==> src/rtl/pipeline_interlock_ctrl.sv <==
// Stall/flush sequencer for the 5-stage RV32I pipeline: load-use interlock,
// data-memory wait freeze and branch/jump redirect squash, plus perf counters.
module pipeline_interlock_ctrl #(
    parameter int MAX_WAIT        = 16,
    parameter int REDIRECT_CYCLES = 2,
    parameter int CNT_W           = 32
) (
    input  logic             clk,
    input  logic             reset,
    input  logic [4:0]       id_rs1,
    input  logic [4:0]       id_rs2,
    input  logic             id_use_rs1,
    input  logic             id_use_rs2,
    input  logic [4:0]       ex_rd,
    input  logic             ex_write_reg,
    input  logic             ex_is_load,
    input  logic             ex_redirect,
    input  logic             mem_req,
    input  logic             mem_ack,
    output logic             stall_fetch,
    output logic             stall_decode,
    output logic             stall_exec,
    output logic             bubble_exec,
    output logic             bubble_wb,
    output logic             flush_fetch,
    output logic             flush_decode,
    output logic [1:0]       state_o,
    output logic             mem_timeout,
    output logic [CNT_W-1:0] stall_cycles,
    output logic [CNT_W-1:0] redirect_count
);
    typedef enum logic [1:0] {
        RUN      = 2'd0,
        MEM_WAIT = 2'd1,
        REDIRECT = 2'd2
    } state_t;

    localparam int WW = $clog2(MAX_WAIT + 1);
    localparam int RW = (REDIRECT_CYCLES > 1) ? $clog2(REDIRECT_CYCLES) : 1;
    localparam logic [WW-1:0] WAIT_MAX   = WW'(MAX_WAIT);
    localparam logic [RW-1:0] REDIR_INIT = RW'(REDIRECT_CYCLES - 1);

    state_t            state_q, state_d;
    logic [WW-1:0]     wait_cnt_q, wait_cnt_d;
    logic [RW-1:0]     redir_cnt_q, redir_cnt_d;
    logic              timeout_q, timeout_d;
    logic [CNT_W-1:0]  stall_cycles_q, redirect_count_q;

    logic mem_busy, load_use, resume_run, take_redirect;
    logic sf_c, sd_c, se_c, be_c, bw_c, ff_c, fd_c;

    assign mem_busy = mem_req & ~mem_ack;
    assign load_use = ex_is_load & ex_write_reg & (ex_rd != 5'd0) &
                      ((id_use_rs1 & (id_rs1 == ex_rd)) | (id_use_rs2 & (id_rs2 == ex_rd)));

    always_comb begin
        state_d       = RUN;
        wait_cnt_d    = '0;
        redir_cnt_d   = redir_cnt_q;
        timeout_d     = timeout_q;
        resume_run    = 1'b0;
        take_redirect = 1'b0;
        sf_c = 1'b0; sd_c = 1'b0; se_c = 1'b0; be_c = 1'b0;
        bw_c = 1'b0; ff_c = 1'b0; fd_c = 1'b0;

        if (mem_busy) begin
            // Freeze everything up to MEM and drain a NOP into WB.
            sf_c = 1'b1; sd_c = 1'b1; se_c = 1'b1; bw_c = 1'b1;
            state_d    = MEM_WAIT;
            wait_cnt_d = (wait_cnt_q == WAIT_MAX) ? wait_cnt_q : wait_cnt_q + WW'(1);
            if (wait_cnt_d == WAIT_MAX) timeout_d = 1'b1;
        end else begin
            case (state_q)
                RUN: resume_run = 1'b1;
                MEM_WAIT: begin
                    if (redir_cnt_q != '0) state_d = REDIRECT;
                    else                   resume_run = 1'b1;
                end
                REDIRECT: begin
                    if (redir_cnt_q == '0) begin
                        resume_run = 1'b1;
                    end else begin
                        ff_c = 1'b1;
                        if (redir_cnt_q == RW'(1)) begin
                            state_d     = RUN;
                            redir_cnt_d = '0;
                        end else begin
                            state_d     = REDIRECT;
                            redir_cnt_d = redir_cnt_q - RW'(1);
                        end
                    end
                end
                default: state_d = RUN;
            endcase

            // Redirect outranks load-use: the dependent instruction is squashed anyway.
            if (resume_run) begin
                if (ex_redirect) begin
                    ff_c = 1'b1; fd_c = 1'b1;
                    take_redirect = 1'b1;
                    state_d     = (REDIRECT_CYCLES > 1) ? REDIRECT : RUN;
                    redir_cnt_d = REDIR_INIT;
                end else if (load_use) begin
                    sf_c = 1'b1; sd_c = 1'b1; be_c = 1'b1;
                end
            end
        end
    end

    assign stall_fetch    = sf_c & ~reset;
    assign stall_decode   = sd_c & ~reset;
    assign stall_exec     = se_c & ~reset;
    assign bubble_exec    = be_c & ~reset;
    assign bubble_wb      = bw_c & ~reset;
    assign flush_fetch    = ff_c & ~reset;
    assign flush_decode   = fd_c & ~reset;
    assign state_o        = state_q;
    assign mem_timeout    = timeout_q;
    assign stall_cycles   = stall_cycles_q;
    assign redirect_count = redirect_count_q;

    always_ff @(posedge clk) begin
        if (reset) begin
            state_q          <= RUN;
            wait_cnt_q       <= '0;
            redir_cnt_q      <= '0;
            timeout_q        <= 1'b0;
            stall_cycles_q   <= '0;
            redirect_count_q <= '0;
        end else begin
            state_q     <= state_d;
            wait_cnt_q  <= wait_cnt_d;
            redir_cnt_q <= redir_cnt_d;
            timeout_q   <= timeout_d;
            if (sf_c)          stall_cycles_q   <= stall_cycles_q + CNT_W'(1);
            if (take_redirect) redirect_count_q <= redirect_count_q + CNT_W'(1);
        end
    end
endmodule

==> config.mk <==
export PLATFORM = sky130hd
export DESIGN_NAME = pipeline_interlock_ctrl
export DESIGN_NICKNAME = d
export VERILOG_FILES = /design/src/rtl/pipeline_interlock_ctrl.sv
export SDC_FILE = /design/constraint.sdc
export NUM_CORES = 1
export LEC_CHECK = 0
export CORE_UTILIZATION = 50
export CTS_BUF_LIST = sky130_fd_sc_hd__clkbuf_4 sky130_fd_sc_hd__clkbuf_8
export DETAILED_ROUTE_END_ITERATION = 10
export GPL_TIMING_DRIVEN = 1
export PLACE_DENSITY = 0.82
export SYNTH_ARGS = -nofsm -noshare
export SYNTH_HDL_FRONTEND = slang
export SYNTH_SLANG_ARGS = --single-unit
==> constraint.sdc <==
create_clock -name clk -period 4.48 [get_ports clk]
set_input_delay 1.344 -clock clk [delete_from_list [all_inputs] [get_ports clk]]
set_output_delay 1.344 -clock clk [all_outputs]
set_load 0.005 [all_outputs]
* Word level (Yosys, flattened, before mapping)
Cells that the tools add are included.
** Word-level totals
- Output and inout port bits :: 74
- Memories :: 0
- RAM bits :: 0
- Bits in read-only memories :: 0
- Latch bits :: 0
- Logic and storage cells :: 63
- Bits in registers :: 73
- Input port bits :: 24
** Operators by class
- Mux-type cells :: 26
- Div/mod/pow operators :: 0
- Order comparisons :: 0
- $add $sub $neg :: 3
- Shift-type cells :: 0
- $mul :: 0
- Equal/unequal tests :: 6
- Bitwise logic cells :: 15
- Reduce and logical (&&, ||, !) cells :: 6
** Operators with widths (number)
- $add A32 B1 Y32 const B :: 2
- $mux W1 :: 20
- $and A1 B1 Y1 :: 11
- $eq A5 B5 Y1 :: 2
- $eq A5 B5 Y1 const B :: 2
- $mux W2 :: 4
- $reduce_or A2 Y1 :: 3
- $add A5 B1 Y5 const B :: 1
- $mux W5 :: 1
- $reduce_bool A5 Y1 :: 1
- $not A1 Y1 :: 3
- $eq A2 B1 Y1 const B :: 1
- $eq A2 B2 Y1 const B :: 1
- $logic_not A2 Y1 :: 1
- $pmux W1 S2 :: 1
- $reduce_and A2 Y1 :: 1
- $or A1 B1 Y1 :: 1

* Logic depth before layout (Yosys ltp)
Gate-level depths: netlist of the first run.
- Depth after elaboration :: 9
- Depth in mapped cells :: 10
- Gate-level depth less buffers :: 8

* Least setup slack after synthesis of the first run
No wires, ideal clock.
- Path kind :: input to output
- From :: in ex_rd[1]
- To :: out stall_fetch
- Stages on the path :: 8
- Data arrival time :: 2.814 ns
- Data required time :: 3.136 ns
- Setup slack :: 0.322 ns
- Buffers on the path :: 3
- Cell sequence :: or4_1 > nor2_1 > nor4_4 > a21oi_4 > buf_4 > buf_6 > nor2_1 > buf_4
** Between the ends
- Word-level cells in the longest chain between the ends :: 9
- Elaborated cells on any way between the ends :: 13
- Classes of those cells :: eq/ne (2); mux (4); bitwise (6); reduce/logical (1)
** Ends and longest elaborated chain
- start: declaration :: RTL line 14 : input logic [4:0] ex_rd,
- $eq A5 B5 Y1 :: RTL line 54 : ((id_use_rs1 & (id_rs1 == ex_rd)) | (id_use_rs2 & (id_rs2 == ex_rd)));
- $and A1 B1 Y1 :: RTL line 54
- $or A1 B1 Y1 :: RTL line 54
- $and A1 B1 Y1 * :: RTL line 53 : assign load_use = ex_is_load & ex_write_reg & (ex_rd != 5'd0) &
- $mux W1 * (4 in series)
- $and A1 B1 Y1 *
- end: declaration :: RTL line 20 : output logic stall_fetch,
Every way passes the cells marked *; elsewhere a longest branch is shown, timed or not.

* Worst setup path after layout of the first run
- From :: in ex_rd[1]
- To :: out bubble_exec
** Between the ends
- Word-level cells in the longest chain between the ends :: 9
- Elaborated cells on any way between the ends :: 13
- Classes of those cells :: eq/ne (2); mux (4); bitwise (6); reduce/logical (1)
** Ends and longest elaborated chain
- $eq A5 B5 Y1 :: RTL line 54
- $and A1 B1 Y1 :: RTL line 54
- $or A1 B1 Y1 :: RTL line 54
- $and A1 B1 Y1 * :: RTL line 53
- $mux W1 * :: RTL line 103 : end else if (load_use) begin
- $mux W1 * :: RTL line 98 : if (ex_redirect) begin
- $mux W1 * :: RTL line 97 : if (resume_run) begin
- $mux W1 * :: RTL line 66 : if (mem_busy) begin
- $and A1 B1 Y1 * :: RTL line 113 : assign bubble_exec = be_c & ~reset;
- end: declaration :: RTL line 23 : output logic bubble_exec,
Marked as above.

==> results.cfg, run 1 <==
[timing]
slew_headroom = 0.4987
rsz0062_at_grt = false
tightestPinTransition_ns = 0.7485
fin_crit_ns = 4.411
finalClockSkew_ns = 0.008433
period_share = 0.9845
tns_ns = 0
timing.fmax_ghz = 0.2267
drv_slew = 0
hold_viol = 0
setup_viol = 0

[min_path]
worstHoldPathType = reg -> reg

[die]
initial_core_util = 0.5312
io_pins = 98
core_mm2 = 0.006944
die_area_mm2 = 0.007725
die_w_um = 87.89
die_y_um = 87.89
row_count = 30

[synthesis]
syn-cell-area_mm2 = 0.003689
synth_fp_nets = 481
ys_warn_count = 0
synth_ff_type = dfxtp_1
yosys.area.top_type = dfxtp_1
synth_edf_count = 0
synth_top_cells_by_area = dfxtp_1, a21oi_1, or3_1
yosysUniqueCellTypes = 41
syn_inst = 449
yosys_register_bits = 73
async_reset_ff_frac = 0
seq_area_frac_synth = 0.3962
synth_top_area_frac = 0.3962
postSynthAreaPerCell_um2 = 8.215

[place]
io_buffers = 97
dp_hpwl_mm = 6.526
dp.cells = 636
place.gp.congestion = 0.8241

[critical_path]
cpMaxStageDelayCell = or4_4
max_stage_delay_ns = 0.56
cp.arrival_ns = 3.07
worst_setup_path_end_kind = output pin
rrSetupSlack_ns = 1.95
setup.worst_path.class = in -> out
required_ns = 3.14
crit_chain = clkdlybuf4s50_1, or4_4, nor2_4, nor4_4, buf_4, nand2_1, nor3_1, dlygate4sd2_1
cp_max_fo = 2
worstSetupStartpointType = input pin

[detailed_routing]
wirelength_mm = 9.290
post_drt_wl_per_cell_um = 14.27
vias = 3654
route.detailed.drc = 0
first_pass_iters = 5
avgViaCountPerCell = 5.613
antenna_left = 0
drt_iter0_drc = 254

[cts]
clockBufferDepth = 2
cts_sinks = 73
hold_buffers = 0
clockRootBuffer = clkbuf_8
cts_max_level = 3
clk_pin_slew_ns = 0.07
clock_latency_ns = 0.35
cts_buffers = 9
cts_tree = built

[final_layout]
fillerInstances = 526
layout-drive-gt1-share = 0.08468
multi_input_area_mm2 = 0.002083
synthToLayoutAreaGrowth_pct = 37.42
nNetsFinal = 583
antenna_cells = 0
final_cells = 651
ff_latch_area_mm2 = 0.001461

[outcome]
status = complete, no violations

[global_route]
grt_start_max_net_pins = 45
antenna_found_initial = 0
grt_overflow_total = 0
grt_first_pass_wirelength_mm = 14.53
grt_pass1_vias = 3291
track_usage = 0.2380

[run]
max_cap_viol_count = 0

[pwr]
p_leak_nw = 1.664
irDropWorstVdd_v = 0.0001984
power_density_mw_per_mm2 = 286.7
==> critical path, delay by kind of cell <==
kind / cells / cell delay (ns)
buffers and inverters: 3 / 0.87
and+or+nand+nor: 5 / 0.86
==> layer usage <==
metal	up-vias	global-route usage	wire, µm	part of all wire
met5	-	0	0	0
met4	0	0.09240	138	0.015
met3	15	0.06315	702	0.076
met2	116	0.3989	4470	0.48
met1	1721	0.2912	3979	0.43
li1	1802	-	-	-
==> through the flow <==
stage                     setup WS, ns  utilization  hold slack, ns  instance area (µm²)  total power, mW
after floorplan                 0.3221            -          0.4650                 3689           0.7254
after global placement         -0.1761       0.6877          0.4513                 4776           0.7746
after detailed placement       -0.1828       0.6877          0.4667                 4776           0.7774
after CTS                      -0.1306       0.7274          0.4862                 5051            1.458
after global routing           0.01496       0.7299          0.5291                 5069            1.500
final                          0.06933       0.7299          0.4846                 5069            1.453
==> cells in the final DEF (no fill, tap or decap), types with 4 or more instances in the layout <==
| cell type | netlist | layout |
|---|---|---|
| a21oi_1 | 42 | 42 |
| and3_1 | 6 | 6 |
| and4_1 | 8 | 8 |
| buf_4 | 5 | 16 |
| bufinv_16 | 0 | 4 |
| clkbuf_8 | 0 | 10 |
| clkdlybuf4s50_1 | 0 | 93 |
| dfxtp_1 | 73 | 73 |
| ha_1 | 8 | 8 |
| inv_1 | 14 | 14 |
| nand2_1 | 36 | 36 |
| nand3_1 | 23 | 23 |
| nand4_1 | 14 | 14 |
| nor2_1 | 43 | 41 |
| nor3_1 | 10 | 10 |
| o21ai_0 | 30 | 30 |
| o31ai_1 | 9 | 9 |
| or3_1 | 33 | 33 |
| or4_1 | 10 | 9 |
| xnor2_1 | 21 | 20 |
| xor2_1 | 18 | 18 |
==> power by group <==
part	switching (mW)	total [mW]	internal [mW]
Clock	0.250	0.689	0.438
Combinational	0.0498	0.104	0.0546
Sequential	0.00684	0.661	0.654
Total	0.307	1.45	1.15
==> final timing paths <==
check	from	endpoint	cells after the start
setup / recovery	ex_rd[1]	bubble_exec	8
hold / removal	mem_timeout	mem_timeout	2
setup reg to reg	state_o[0]	stall_cycles[22]	10
hold reg to reg	mem_timeout	mem_timeout	2
==> sequential cells by signal, summed over array words and instances, names as in the netlist <==
register / flops
stall_cycles: 32
redir_cnt_q: 1
redirect_count: 32
wait_cnt_q: 5
state_o: 2
mem_timeout: 1
==> Yosys cell counts, types with 2 or more instances <==
library cell  instances
clkbuf_1             13
buf_6                 2
a21oi_1              42
inv_1                14
mux2i_1               2
or3_1                33
buf_4                 5
nand2b_1              2
nand3_1              23
and4_1                8
o31ai_1               9
o2111ai_1             2
buf_2                 2
and2_1                3
xor2_1               18
a31oi_1               3
nor2_1               43
xnor2_1              21
nor3_1               10
nand4_1              14
nand2_1              36
ha_1                  8
dfxtp_1              73
and3_1                6
or4_1                10
o21ai_0              30
nor4_1                3
==> what timing repair did <==
action,in CTS,in global routing
endpoints found under the hold margin,0,0
resized for setup,5,4
setup buffers,0,0
pin swaps,0,1
endpoints found under the setup margin,3,2
==> cell type report <==
cell class / count / area share
Inverter: 14 / 0.01037
Sequential cell: 73 / 0.2883
Clock inverter: 5 / 0.02518
Multi-Input combinational cell: 340 / 0.4110
Clock buffer: 10 / 0.02715
Tap cell: 96 / 0.02370
Timing Repair Buffer: 113 / 0.2143
==> cells by family after synthesis <==
logic type                 count (synthesis)  share of synthesized area
AOI/OAI and AO/OA                         91                     0.1387
xor gates and xnor gates                  39                    0.09261
adders and majority gates                  8                    0.02714
buffers and inverters                     36                    0.04647
DFF                                       73                     0.3962
muxes                                      3                   0.008480
and+or+nand+nor                          199                     0.2904
Power figures use the tool's default switching activity.
==> run 2, diff against run 1 <==
- ABC_CLOCK_PERIOD_IN_PS: unset -> 4480
- GPL_TIMING_DRIVEN: 1 -> 0
==> run 2 against run 1 <==
  * The flow now finishes with violations (negative setup slack)
  * Worst hold slack worse by 0.0064 ns
  * Core utilization is 0.59 points lower
  * Register-to-register slack got worse by 0.11 ns
  * Clock power fell by 32%
  * Combinational power rose by 4%
  * Routed wire length grew 4.5%
  * Setup slack lost 0.074 ns
  * Power shrank 15%
  * Non-clock buffer count rose by 10
  * Via count is 3.4% higher
  * Critical path type unchanged
  * Largest cell class unchanged
  * Largest power group is now sequential cells
  * Highest routed layer unchanged
==> results.cfg, run 2 (synthesized netlist as in run 1, its figures left out) <==
[pwr]
power_density_mw_per_mm2 = 245.6
p_leak_nw = 1.615
irDropWorstVdd_v = 0.0002140
power_mw = 1.234

[timing]
tightestPinTransition_ns = 1.014
finalClockSkew_ns = 0.01174
hold-worst-slack_ns = 0.4782
rsz0062_at_grt = true
drv_slew = 0
period_share = 1.001
fin_crit_ns = 4.485
setup_viol = 1
timing.fmax_ghz = 0.2230
slew_headroom = 0.3181
hold_viol = 0
setup_ws_ns = -0.004593

[critical_path]
cpMaxStageDelayCell = or4_4
required_ns = 3.14
setup.worst_path.class = in -> out
r2r_cells = 10
crit_chain = dlygate4sd2_1, or4_4, nor2_4, nor4_4, a21oi_4, buf_8, nor2_4, buf_4, dlygate4sd2_1
cp_max_fo = 5
worst_setup_path_end_kind = output pin
max_stage_delay_ns = 0.55
worstSetupStartpointType = input pin
cp.arrival_ns = 3.14

[min_path]
worstHoldPathType = reg -> reg
whs_path_depth = 2

[die]
initial_core_util = 0.5312
die_y_um = 87.89
row_count = 30
die_area_mm2 = 0.007725
core_mm2 = 0.006944
io_pins = 98
die_w_um = 87.89

[place]
dp_hpwl_mm = 6.948
place.gp.congestion = 0.8441
io_buffers = 96
dp.cells = 641

[detailed_routing]
vias = 3779
antenna_left = 0
wirelength_mm = 9.710
route.detailed.drc = 0
post_drt_wl_per_cell_um = 14.67
drt_iter0_drc = 186
first_pass_iters = 5
avgViaCountPerCell = 5.708

[global_route]
grt_overflow_total = 0
grt_start_max_net_pins = 14
grt_pass1_vias = 3362
antenna_found_initial = 0
track_usage = 0.2521
grt_first_pass_wirelength_mm = 15.29

[final_layout]
nNetsFinal = 593
final_common_cell = clkdlybuf4s50_1
layout-drive-gt1-share = 0.08657
layout_common_cells = clkdlybuf4s50_1, dfxtp_1, a21oi_1
antenna_cells = 0
final_cells = 662
synthToLayoutAreaGrowth_pct = 36.30

[cts]
clockBufferDepth = 2
cts_sinks = 73
cts_max_level = 3
clk_pin_slew_ns = 0.08
cts_tree = built
clock_latency_ns = 0.35
clockRootBuffer = clkbuf_8
cts_buffers = 9

[run]
max_cap_viol_count = 0

[outcome]
status = finished, violations left
violations = negative setup slack
==> run 2: cell types whose count changed in the layout (fill, tap and decap cells not counted), sizes merged <==
| cell | change |
|---|---|
| buf | -3 |
| bufinv | -4 |
| clkbuf | +13 |
| clkdlybuf4s50 | -5 |
| clkinv | +1 |
| clkinvlp | +3 |
| dlygate4sd2 | +6 |
| dlymetal6s2s | -1 |
| inv | +1 |
==> run 2: metrics by stage <==
stage	TNS (ns)	area [µm²]	setup WS (ns)	utilization
floorplan	0	3689	0.3221	-
global placement	-2.103	4770	-0.8710	0.6868
detailed placement	-2.056	4770	-0.8608	0.6868
CTS	-0.09091	5020	-0.09004	0.7229
global route	-0.07570	5027	-0.07570	0.7240
finish	-0.004593	5027	-0.004593	0.7240
==> run 2: worst paths after layout <==
kind	startpoint	to	slack, ns
worst max-delay path	ex_rd[1]	stall_fetch	-0.005
worst min-delay path	mem_timeout	mem_timeout	0.48
worst max register to register	state_o[0]	stall_cycles[27]	1.84
worst min register to register	mem_timeout	mem_timeout	0.48
==> run 2: worst max-delay path: cells and delay by family <==
kind / cells / cell delay (ns)
AO/OA/AOI/OAI: 1 / 0.19
AND/OR/NAND/NOR: 4 / 0.80
buffers and inverters: 4 / 0.79
==> run 2: where the power goes <==
group	internal [mW]	switching (mW)	leakage, nW
Clock	0.208	0.258	0.0783
Sequential	0.654	0.00658	0.589
Combinational	0.0539	0.0545	0.948
Total	0.915	0.319	1.62
==> run 2: layout make-up <==
cell class | count | area (µm²)
multi-input cells | 340 | 2102
fillers | 536 | 1917
flip-flops and latches | 73 | 1461
repair buffers | 102 | 996.0
clock buffers | 10 | 131.4
plain buffers | 21 | 120.1
well taps | 96 | 120.1
inverters | 14 | 52.55
clock inverters | 6 | 43.79
==> run 2: what timing repair did <==
action,4_1_cts,5_1_grt
endpoints found under the hold margin,0,0
setup buffers,4,3
gates resized for setup,21,4
hold buffers,0,0
endpoints found under the setup margin,6,5
pin swaps,3,4
==> run 2: metal layers <==
| metal | vias up | track usage | routed length [µm] |
|---|---|---|---|
| li1 | 1826 | - | - |
| met2 | 132 | 0.4390 | 4742 |
| met5 | - | 0 | 0 |
| met1 | 1807 | 0.3017 | 4223 |
| met3 | 14 | 0.05749 | 587 |
| met4 | 0 | 0.09538 | 157 |
==> patch, RTL diff (config.mk and constraints of run 1) <==
Reset style: asynchronous (`reset`), changed in one clocked block.
--- a/src/rtl/pipeline_interlock_ctrl.sv
+++ b/src/rtl/pipeline_interlock_ctrl.sv
@@ -119,7 +119,7 @@
     assign stall_cycles   = stall_cycles_q;
     assign redirect_count = redirect_count_q;
 
-    always_ff @(posedge clk) begin
+    always_ff @(posedge clk or posedge reset) begin
         if (reset) begin
             state_q          <= RUN;
             wait_cnt_q       <= '0;
Function: differs if reset is asserted again (counterexample within 4 cycles, from zero or initial values and one cycle with reset high); with reset held inactive, the same outputs for 10 cycles.
==> patch against run 1 <==
Routed wire length decreased by 17%; area after synthesis decreased by 3.7%; setup slack lost 0.055 ns; synthesized cell count fell by 24%; design area is 3.6% lower; sequential cell count stayed put.
Power is not compared: it rests on default switching activity, and its combinational part moved more than twofold at a synthesized area within 25%.
==> patch: results (changes against run 1) <==
status completed; # fillers 541 (+2.9%); hold path start stall_cycles[31]$_DFFE_PP0P_; Async SR Flop Fraction 100.0% (+100 points); Total GRT Usage 22.39% (-1.4 points); leakage power 2.166 nW; # resized after CTS 5 (unchanged); synth warn 0 (unchanged); syn nets 373 (-22%); Critical Path Fanout Max 2 (unchanged); first-pass GRT wire length 13.06 mm (-10%); IO Port Bufs 97 (unchanged); dpl hpwl 5.558 mm (-15%); Setup Buffers After CTS 0 (unchanged); largest net degree at the start of global routing 74 (+64%); drt initial violations 83 (-67%); Placed Area 4674 um2 (-2.1%); CTS Buf Count 9 (unchanged); xor/xnor share of the synthesized area 18.24% (+9.0 points); syn avg cell area 10.42 um2 (+27%); kind of cell adding the most delay to the critical path buffers and inverters; R2R Setup Slk 1.55 ns (-0.40 ns); max incr delay on CP 0.52 ns (-0.04 ns); GP Congestion 0.7783 (-5.6%); synthesized-area fraction occupied by adder cells 2.817% (+0.10 points); share of cells above drive strength 1 9.211% (+0.74 points); total wire length 7.666 mm (-17%); Clock Skew 0.01103 ns (+0.002597 ns); mux cell area share after synthesis 0.6338% (-0.21 points); relative slew slack 39.94% (-9.9 points); Setup WS pre-CTS -0.2541 ns (-0.07124 ns); hold endpoint stall_cycles[31]$_DFFE_PP0P_; r2r worst-path depth 9 (-1); drt first pass iters 4 (-1); Area contributors post-synth dfrtp_1, xnor2_1, xor2_1; Worst VDD drop 0.2163 mV; Seq/Total Area, Yosys 51.41% (+12 points); Final Util 71.56% (-1.4 points); Nets 483 (-17%); placed insts 536 (-16%); commonest cells in the netlist dfrtp_1, xnor2_1, nor2_1; root cell of the clock tree clkbuf_8; drt wl/cell 13.89 um (-2.7%); post-synthesis compound-gate area fraction 2.289% (-12 points); htree depth 3 (unchanged); r2r startpoint state_o[1]$_DFF_PP0_; top_reg_cell synth dfrtp_1; CP max stage cell or4_4; clock buffer depth 2 (unchanged); Post-synth EDFFs 0 (unchanged); worst-skew pair later-pin latency 0.33 ns (-0.02 ns); DR vias 2787 (-24%); Worst setup endpoint stall_fetch; hold depth 1 (-1); min Tclk post-route 4.465 ns (+0.05454 ns); Hold WS 0.4736 ns (-0.01103 ns); reg2reg end redirect_count[31]$_DFFE_PP0P_; Worst EP arrival 3.12 ns (+0.05 ns); Crit. Startpoint ex_rd[2]; Distinct cells, synth 38 (-7.3%)
[patch: cell count changes in the layout (fill, tap and decap cells not counted), sizes merged, moves of 7 or more]
cell          run 1  this run
xnor2            21        43
xor2             18        31
nand2            37        30
o31ai             9         0
buf              17        10
o21ai            31         0
and4              8         1
dfxtp            73         0
dfrtp             0        73
or3              33         2
a21oi            43         4
[patch: routing by layer]
metal / wire length [um] / track usage [%]
met4: 61 / 6.212
met1: 3348 / 29.22
met5: 0 / 0
met2: 3925 / 38.82
met3: 331 / 3.524
[patch: area by class of cell]
class	instances	area share, %
clock buffers	12	3.123
multi-input cells	243	33.25
inverters	17	1.357
clock inverters	4	1.075
repair buffers	107	21.37
flip-flops and latches	73	37.37
well taps	96	2.457
[patch: where the power goes]
group | switching [mW] | internal [mW] | total (mW)
Combinational | 0.121 | 0.203 | 0.324
Clock | 0.238 | 0.285 | 0.523
Sequential | 0.0893 | 0.725 | 0.814
